[config.mk]
export PLATFORM = sky130hd
export DESIGN_NAME = uart_tx
export DESIGN_NICKNAME = d
export VERILOG_FILES = /design/src/rtl/uart_tx.sv
export SDC_FILE = /design/constraint.sdc
export NUM_CORES = 1
export LEC_CHECK = 0
export CORE_MARGIN = 5
export CORE_UTILIZATION = 30
export CTS_CLUSTER_SIZE = 8
export DETAILED_ROUTE_END_ITERATION = 8
export RECOVER_POWER = 25
export SLEW_MARGIN = 25
export SYNTH_ARGS = -nofsm -noshare
export SYNTH_HDL_FRONTEND = slang
export SYNTH_SLANG_ARGS = --single-unit
[constraint.sdc]
create_clock -name sysclk -period 2.4 [get_ports sysclk]
set_clock_uncertainty 0.1 [all_clocks]
set_input_delay 0.6 -clock sysclk [delete_from_list [all_inputs] [get_ports sysclk]]
set_output_delay 0.6 -clock sysclk [all_outputs]
set_load 0.05 [all_outputs]
[src/rtl/uart_tx.sv]
// uart_tx: UART transmitter with a one-deep holding register in front of
// the shifter; frames are start, data LSB first, optional parity, stop.
module uart_tx #(
   parameter int         data_bits             = 8,
   parameter int         bit_cell_counter_bits = 4,
   parameter logic [2:0] br                    = 3'b000,
   parameter int         parity_en             = 0,
   parameter int         parity_odd            = 0,
   parameter int         stop_bits             = 1
) (
   input  logic                 sysclk,
   input  logic                 rst,
   input  logic [data_bits-1:0] TDR,
   input  logic                 tdr_loadH,
   output logic                 txd,
   output logic                 tdr_emptyH,
   output logic                 txd_busyH,
   output logic                 txd_doneH
);

   localparam int         bw       = $clog2(data_bits);
   localparam int         sw       = bit_cell_counter_bits;
   localparam logic [6:0] pre_max  = 7'((1 << br) - 1);
   localparam logic [bw-1:0] bit_max = bw'(data_bits - 1);
   localparam logic       stop_max = 1'(stop_bits - 1);
   localparam logic       odd      = 1'(parity_odd);

   typedef enum logic [2:0] {IDLE, START, DATA, PARITY, STOP} state_t;

   state_t               state;
   state_t               state_nxt;
   logic [data_bits-1:0] hold;
   logic [data_bits-1:0] shifter;
   logic                 full;
   logic                 par;
   logic [6:0]           pre;
   logic [sw-1:0]        sub;
   logic [bw-1:0]        bit_cnt;
   logic                 stop_cnt;
   logic                 tick;
   logic                 cell_end;
   logic                 last_stop;
   logic                 load;
   logic                 xfer;
   logic                 txd_nxt;

   assign tick      = (pre == pre_max);
   assign cell_end  = tick && (sub == '1);
   assign last_stop = (state == STOP) && cell_end && (stop_cnt == stop_max);
   assign load      = tdr_loadH && !full;
   assign xfer      = full && ((state == IDLE) || last_stop);

   always_ff @(posedge sysclk) begin
      if (rst) state <= IDLE;
      else     state <= state_nxt;
   end

   always_comb begin
      state_nxt = state;
      case (state)
         IDLE:    if (full) state_nxt = START;
         START:   if (cell_end) state_nxt = DATA;
         DATA: begin
            if (cell_end && (bit_cnt == bit_max))
               state_nxt = (parity_en != 0) ? PARITY : STOP;
         end
         PARITY:  if (cell_end) state_nxt = STOP;
         STOP:    if (last_stop) state_nxt = full ? START : IDLE;
         default: state_nxt = IDLE;
      endcase
   end

   // txd changes only at a cell boundary or when a frame starts from idle
   always_comb begin
      txd_nxt    = txd;
      tdr_emptyH = !full;
      txd_busyH  = (state != IDLE);
      txd_doneH  = last_stop;
      if (xfer || cell_end) begin
         case (state_nxt)
            START:   txd_nxt = 1'b0;
            DATA:    txd_nxt = (state == DATA) ? shifter[1] : shifter[0];
            PARITY:  txd_nxt = par;
            default: txd_nxt = 1'b1;
         endcase
      end
   end

   always_ff @(posedge sysclk) begin
      if (rst) begin
         txd      <= 1'b1;
         full     <= 1'b0;
         hold     <= '0;
         shifter  <= '0;
         par      <= 1'b0;
         pre      <= '0;
         sub      <= '0;
         bit_cnt  <= '0;
         stop_cnt <= 1'b0;
      end else begin
         txd <= txd_nxt;
         if (load) begin
            hold <= TDR;
            full <= 1'b1;
         end else if (xfer) begin
            full <= 1'b0;
         end
         if (xfer) begin
            shifter <= hold;
            par     <= (^hold) ^ odd;
         end else if ((state == DATA) && cell_end) begin
            shifter <= shifter >> 1;
         end
         if ((state == IDLE) || xfer) begin
            pre <= '0;
            sub <= '0;
         end else begin
            pre <= tick ? 7'd0 : pre + 7'd1;
            if (tick) sub <= sub + sw'(1);
         end
         if (state != DATA)  bit_cnt <= '0;
         else if (cell_end)  bit_cnt <= bit_cnt + bw'(1);
         if (state != STOP)  stop_cnt <= 1'b0;
         else if (cell_end)  stop_cnt <= ~stop_cnt;
      end
   end

endmodule

==> results.sh, run 1 <==
export IMPL_syn_nets=184
export IMPL_max_clock_freq_mhz=443
export IMPL_powerDensity_mw_per_mm2=622
export IMPL_arrival_ns=1.56
export IMPL_cp_start_kind="register"
export IMPL_cap_viol_max_count=0
export IMPL_clk_insertion_delay_late_ns=0.29
export IMPL_pin_count=15
export IMPL_avgViaCountPerCell=4.77
export IMPL_run_status="complete, no violations"
export IMPL_crit_buf_inv=1
export IMPL_crit_path_cell_trace="ha_2 -> and4b_1 -> nand3_1 -> nor2_2 -> buf_12"
export IMPL_seqPwrFrac=0.527
export IMPL_crit_family="simple AND/OR/NAND/NOR gates"
export IMPL_critical_path_required_ns=1.70
export IMPL_grt_overflow=0
export IMPL_drt_initial_drc_count=55
export IMPL_n_fill_cell=540
export IMPL_grt_pass1_vias=1215
export IMPL_cts_made_buffers=5
export IMPL_initial_utilization=0.311
export IMPL_layout_commonest_cell="dfxtp_1"
export IMPL_hold_path_depth=1
export IMPL_synthArstFlopShare=0
export IMPL_max_stage_delay_ns=0.36
export IMPL_p_leak_uw=0.000848
export IMPL_post_dp_cell_area_mm2=0.00187
export IMPL_rr_endpoint="state[2]$_SDFF_PP0_"
export IMPL_synth_edf_count=0
export IMPL_clkPwrFrac=0.369
export IMPL_switching_share=0.249
export IMPL_fin_nets=204
export IMPL_hold_path_class="register to register"
export IMPL_slowest_stage="dfxtp_1"
export IMPL_synth_ff_type="dfxtp_1"
export IMPL_place_hpwl_mm=2.25
export IMPL_dieWidth_um=83.3
export IMPL_design_core_area_mm2=0.00517
export IMPL_placed_cells=251
export IMPL_ir_drop_uv=466
export IMPL_min_to="pre[0]$_SDFF_PP0_"
export IMPL_combPwrFrac=0.104
export IMPL_area_growth_pct=21.7
export IMPL_gp_congestion=0.715
export IMPL_timing_final_crit_share=0.940
export IMPL_stdcell_count=259
export IMPL_syn_inst=168
export IMPL_grt_pass1_wl_mm=5.62
export IMPL_track_usage=0.0998
export IMPL_ff2ff_setup_slack_ns=0.25
export IMPL_wl_per_cell_um=12.4
export IMPL_avgSynthCellArea_um2=9.59
export IMPL_synth_seq_area_share=0.448
export IMPL_rsz0062_at_grt="false"
export IMPL_fp_row_count=26
export IMPL_first_pass_iters=4
export IMPL_final_cell_mix="dfxtp_1, nor2_1, mux2i_1, clkdlybuf4s50_1, a21oi_1"
export IMPL_clkTransAtPathRegs_ns=0.07
export IMPL_cellInternalPower_uw=915
export IMPL_cts_tree="done"
export IMPL_setup_viol=0
export IMPL_grt_max_degree=13
export IMPL_antenna_found_initial=0
export IMPL_final_layout_size_suffix_gt1_frac=0.116
export IMPL_yosysWarnings=0
export IMPL_ctsLongestPathBuffers=2
export IMPL_r2r_cells=7
export IMPL_reg2reg_from="pre[0]$_SDFF_PP0_"
export IMPL_wirelength_mm=3.20
export IMPL_antenna_left=0
export IMPL_drcViolationCount=0
export IMPL_power_switching_uw=304
export IMPL_drv_slew=0
export IMPL_io_buffers=14
export IMPL_clock_root_buffer="clkbuf_8"
export IMPL_final_setup_tns_ns=0
export IMPL_die_y_um=83.3
export IMPL_dieArea_mm2=0.00693
export IMPL_n_antenna_cell=0
export IMPL_ys_ff_latch=36
export IMPL_slew_headroom=0.595
export IMPL_tightest_slew_ns=0.607
export IMPL_synth_cell_type_count=34
export IMPL_fin_area_mm2=0.00196
export IMPL_crit_type="register to primary output"
export IMPL_hold_start="pre[0]$_SDFF_PP0_"
export IMPL_cts_sinks=36
export IMPL_netlist_area_mm2=0.00161
export IMPL_min_period_ns=2.26
export IMPL_path_max_fanout=4
export IMPL_finalHoldViolations=0
export IMPL_worstSetupEndpointType="primary output"
export IMPL_vias=1235
export IMPL_htree_levels=2
export IMPL_total_power_uw=1220
-- layer usage --
layer,wire length (um),track usage,up-vias
met5,0,0,-
met4,26,0.0357,0
met3,144,0.0406,4
met2,1540,0.164,18
met1,1490,0.117,580
li1,-,-,633
-- worst register-to-register path, stage by stage (launching register included) --
cell	delay (ns)
dfxtp_1	0.34
inv_1	0.06
ha_1	0.14
nor4b_4	0.20
clkbuf_1	0.34
nand4_4	0.25
or4b_1	0.51
a21oi_1	0.15
-- cell usage after synthesis, drive strengths merged, types with 2 or more instances --
| master | number | share of area |
|---|---|---|
| o21ai | 3 | 0.0093 |
| nand2 | 6 | 0.014 |
| dfxtp | 36 | 0.45 |
| nand3 | 8 | 0.025 |
| o211a | 2 | 0.012 |
| a211oi | 2 | 0.0093 |
| nor4b | 2 | 0.020 |
| nor3b | 3 | 0.014 |
| ha | 5 | 0.039 |
| nor3 | 4 | 0.012 |
| xnor2 | 3 | 0.016 |
| nor2 | 23 | 0.055 |
| mux2i | 17 | 0.11 |
| and3 | 5 | 0.019 |
| nand4 | 2 | 0.021 |
| o31ai | 7 | 0.033 |
| inv | 6 | 0.014 |
| clkbuf | 6 | 0.014 |
| a21oi | 10 | 0.031 |
| xor2 | 7 | 0.038 |
-- timing repair --
item	in CTS	in global routing
endpoints found under the setup margin	0	1
setup buffers	0	0
resized for setup	0	2
hold buffers	0	0
-- power by group through the flow --
| stage | registers [uW] | logic, uW | clock network, uW |
|---|---|---|---|
| floorplan | 657 | 81.1 | 0 |
| global placement | 655 | 129 | 0 |
| detailed placement | 656 | 130 | 0 |
| CTS | 642 | 131 | 469 |
| global route | 646 | 141 | 502 |
| finish | 642 | 127 | 449 |
-- worst max-delay path by stage --
stage | startpoint | to | cells after the start
2_1_floorplan | pre[0]$_SDFF_PP0_ | txd_doneH | 5
3_3_place_gp | sub[0]$_SDFFE_PP0P_ | txd_doneH | 5
3_5_place_dp | sub[0]$_SDFFE_PP0P_ | txd_doneH | 5
4_1_cts | sub[0]$_SDFFE_PP0P_ | txd_doneH | 5
5_1_grt | sub[1]$_SDFFE_PP0P_ | txd_doneH | 5
6_report | sub[1]$_SDFFE_PP0P_ | txd_doneH | 5
-- logic make-up after synthesis --
group,count (synthesis),synth area share
DFF,36,0.448
xor gates and xnor gates,10,0.0544
muxes,17,0.106
buffers and inverters,13,0.0311
AOI/OAI and AO/OA,28,0.112
adders and majority gates,5,0.0389
and+or+nand+nor,59,0.211
-- flip-flops by register name (all words and copies together) (netlist names) --
name,cells
pre,7
txd,1
state,3
bit_cnt,3
stop_cnt,1
sub,4
shifter,8
hold,8
full,1
-- per-stage QoR --
step | setup slack, ns | utilization | hold slack, ns
finish | 0.143 | 0.379 | 0.363
global route | 0.00150 | 0.379 | 0.397
CTS | 0.0547 | 0.380 | 0.372
detailed placement | 0.429 | 0.361 | 0.354
global placement | 0.446 | 0.361 | 0.342
floorplan | 0.139 | - | 0.326
-- layout make-up --
cell class / instances / area, um2 / share of cell area
Clock buffer: 6 / 82.6 / 0.0421
Clock inverter: 2 / 15.0 / 0.00766
Inverter: 6 / 22.5 / 0.0115
Multi-Input combinational cell: 119 / 845 / 0.431
Sequential cell: 36 / 722 / 0.368
Tap cell: 70 / 87.6 / 0.0447
Timing Repair Buffer: 20 / 185 / 0.0945
(Power assumes the default switching activity.)
==> run 2, diff against run 1 <==
GPL_TIMING_DRIVEN = 0   (was not set)
==> run 2 against run 1 <==
Maximum frequency decreased by 1.4%. First-iteration DRC count decreased by 24%. Via count increased by 0.65%. Critical path type unchanged.
==> results.sh, run 2 (synthesis gave the netlist of run 1 again) <==
export IMPL_gp_congestion=0.744
export IMPL_cts_tree="done"
export IMPL_fp_row_count=26
export IMPL_final_layout_size_suffix_gt1_frac=0.0952
export IMPL_pin_count=15
export IMPL_min_period_ns=2.29
export IMPL_dieWidth_um=83.3
export IMPL_multi_input_area_um2=852
export IMPL_ctsLongestPathBuffers=2
export IMPL_drv_slew=0
export IMPL_cp_start_kind="register"
export IMPL_design_core_area_mm2=0.00517
export IMPL_run_status="complete, no violations"
export IMPL_io_buffers=13
export IMPL_tightest_slew_ns=0.583
export IMPL_clk_insertion_delay_late_ns=0.28
export IMPL_drcViolationCount=0
export IMPL_crit_path_cell_trace="inv_1 -> ha_1 -> nor4b_4 -> nand3_2 -> nor2_2 -> buf_6"
export IMPL_global_route_usage_met3=0.0337
export IMPL_powerDensity_mw_per_mm2=627
export IMPL_grt_pass1_vias=1192
export IMPL_max_clock_freq_mhz=437
export IMPL_total_power_uw=1220
export IMPL_htree_levels=2
export IMPL_antenna_found_initial=0
export IMPL_initial_utilization=0.311
export IMPL_cts_made_buffers=5
export IMPL_wirelength_mm=3.16
export IMPL_cap_viol_max_count=0
export IMPL_dieArea_mm2=0.00693
export IMPL_first_pass_iters=4
export IMPL_finalHoldViolations=0
export IMPL_fin_nets=205
export IMPL_grt_busiest_layer="met2"
export IMPL_grtUsageMet2=0.156
export IMPL_track_usage=0.100
export IMPL_ir_drop_uv=334
export IMPL_n_fill_cell=551
export IMPL_clock_root_buffer="clkbuf_8"
export IMPL_area_growth_pct=20.7
export IMPL_final_cell_mix="dfxtp_1, nor2_1, mux2i_1, clkdlybuf4s50_1, a21oi_1"
export IMPL_cts_hold_buffers_added=0
export IMPL_placed_cells=251
export IMPL_p_leak_uw=0.000849
export IMPL_place_hpwl_mm=2.24
export IMPL_grt_overflow=0
export IMPL_die_y_um=83.3
export IMPL_crit_type="register to primary output"
export IMPL_setup_viol=0
export IMPL_slowest_stage="dfxtp_1"
export IMPL_arrival_ns=1.59
export IMPL_hold_path_class="register to register"
export IMPL_seq_area_um2=721
export IMPL_max_stage_delay_ns=0.33
export IMPL_n_antenna_cell=0
export IMPL_grt_util_met1=0.126
export IMPL_rsz0062_at_grt="false"
export IMPL_wl_per_cell_um=12.2
export IMPL_avgViaCountPerCell=4.80
export IMPL_grt_max_degree=11
export IMPL_setup_ws_ns=0.110
export IMPL_path_max_fanout=4
export IMPL_worstSetupEndpointType="primary output"
export IMPL_critical_path_required_ns=1.70
export IMPL_stdcell_count=259
export IMPL_antenna_left=0
export IMPL_reg_largest_list="hold x8, shifter x8, pre x7"
export IMPL_slew_headroom=0.611
export IMPL_cts_sinks=36
export IMPL_dpl_worst_slack_ns=-0.549
export IMPL_vias=1243
export IMPL_clkTransAtPathRegs_ns=0.07
export IMPL_drt_initial_drc_count=42
export IMPL_layout_commonest_cell="dfxtp_1"
export IMPL_timing_final_crit_share=0.954
export IMPL_grt_pass1_wl_mm=5.64
## run 2: repair_timing
action | in CTS | in global routing
endpoints found under the hold margin | 0 | 0
endpoints found under the setup margin | 2 | 1
gates cloned | 0 | 0
gates resized for setup | 8 | 2
buffers inserted | 1 | 0
## run 2: metal layers
| layer | wire [um] | vias up |
|---|---|---|
| li1 | - | 637 |
| met1 | 1500 | 580 |
| met2 | 1450 | 21 |
| met3 | 152 | 5 |
| met4 | 53 | 0 |
| met5 | 0 | - |
## run 2: path summary, 6_finish.rpt
path | start | end | slack, ns | depth (start not counted)
worst max-delay path | pre[0]$_SDFF_PP0_ | txd_doneH | 0.11 | 6
worst min-delay path | pre[0]$_SDFF_PP0_ | pre[0]$_SDFF_PP0_ | 0.37 | 1
worst max register to register | pre[0]$_SDFF_PP0_ | txd$_SDFFE_PP1P_ | 0.29 | 8
worst min register to register | pre[0]$_SDFF_PP0_ | pre[0]$_SDFF_PP0_ | 0.37 | 1
## run 2: power by group
group          switching [uW]  internal, uW  total, uW  leakage (uW)
Clock                     197           255        452     0.0000503
Sequential               18.9           624        643      0.000293
Combinational            68.1          56.3        124      0.000505
Total                     284           936       1220      0.000849
## run 2: layout make-up
cell class | instances | area share
inverter | 6 | 0.0116
multi-input combinational | 119 | 0.438
buffer | 7 | 0.0142
timing repair buffer | 14 | 0.0708
tap | 70 | 0.0450
clock buffer | 7 | 0.0495
sequential | 36 | 0.371
## run 2: per-stage QoR
step | hold slack [ns] | cell area (um2) | utilization | TNS, ns
finish | 0.370 | 1940 | 0.376 | 0
global route | 0.418 | 1940 | 0.376 | 0
CTS | 0.373 | 1940 | 0.374 | 0
detailed placement | 0.358 | 1830 | 0.354 | -0.549
global placement | 0.344 | 1830 | 0.354 | -0.554
floorplan | 0.326 | 1610 | - | 0
## run 2: critical path, delay by kind of cell (launching register included)
family | cells | cell delay [ns]
flip-flops | 1 | 0.33
buffers and inverters | 2 | 0.23
AND/OR/NAND/NOR | 3 | 0.59
adder cells (fa/ha/maj) | 1 | 0.15
==> run 3, diff against run 2 <==
CTS_CLUSTER_SIZE = 28   (was 8)
==> results of run 3 <==
The final DEF is identical to that of run 2; final timing and power are the same.
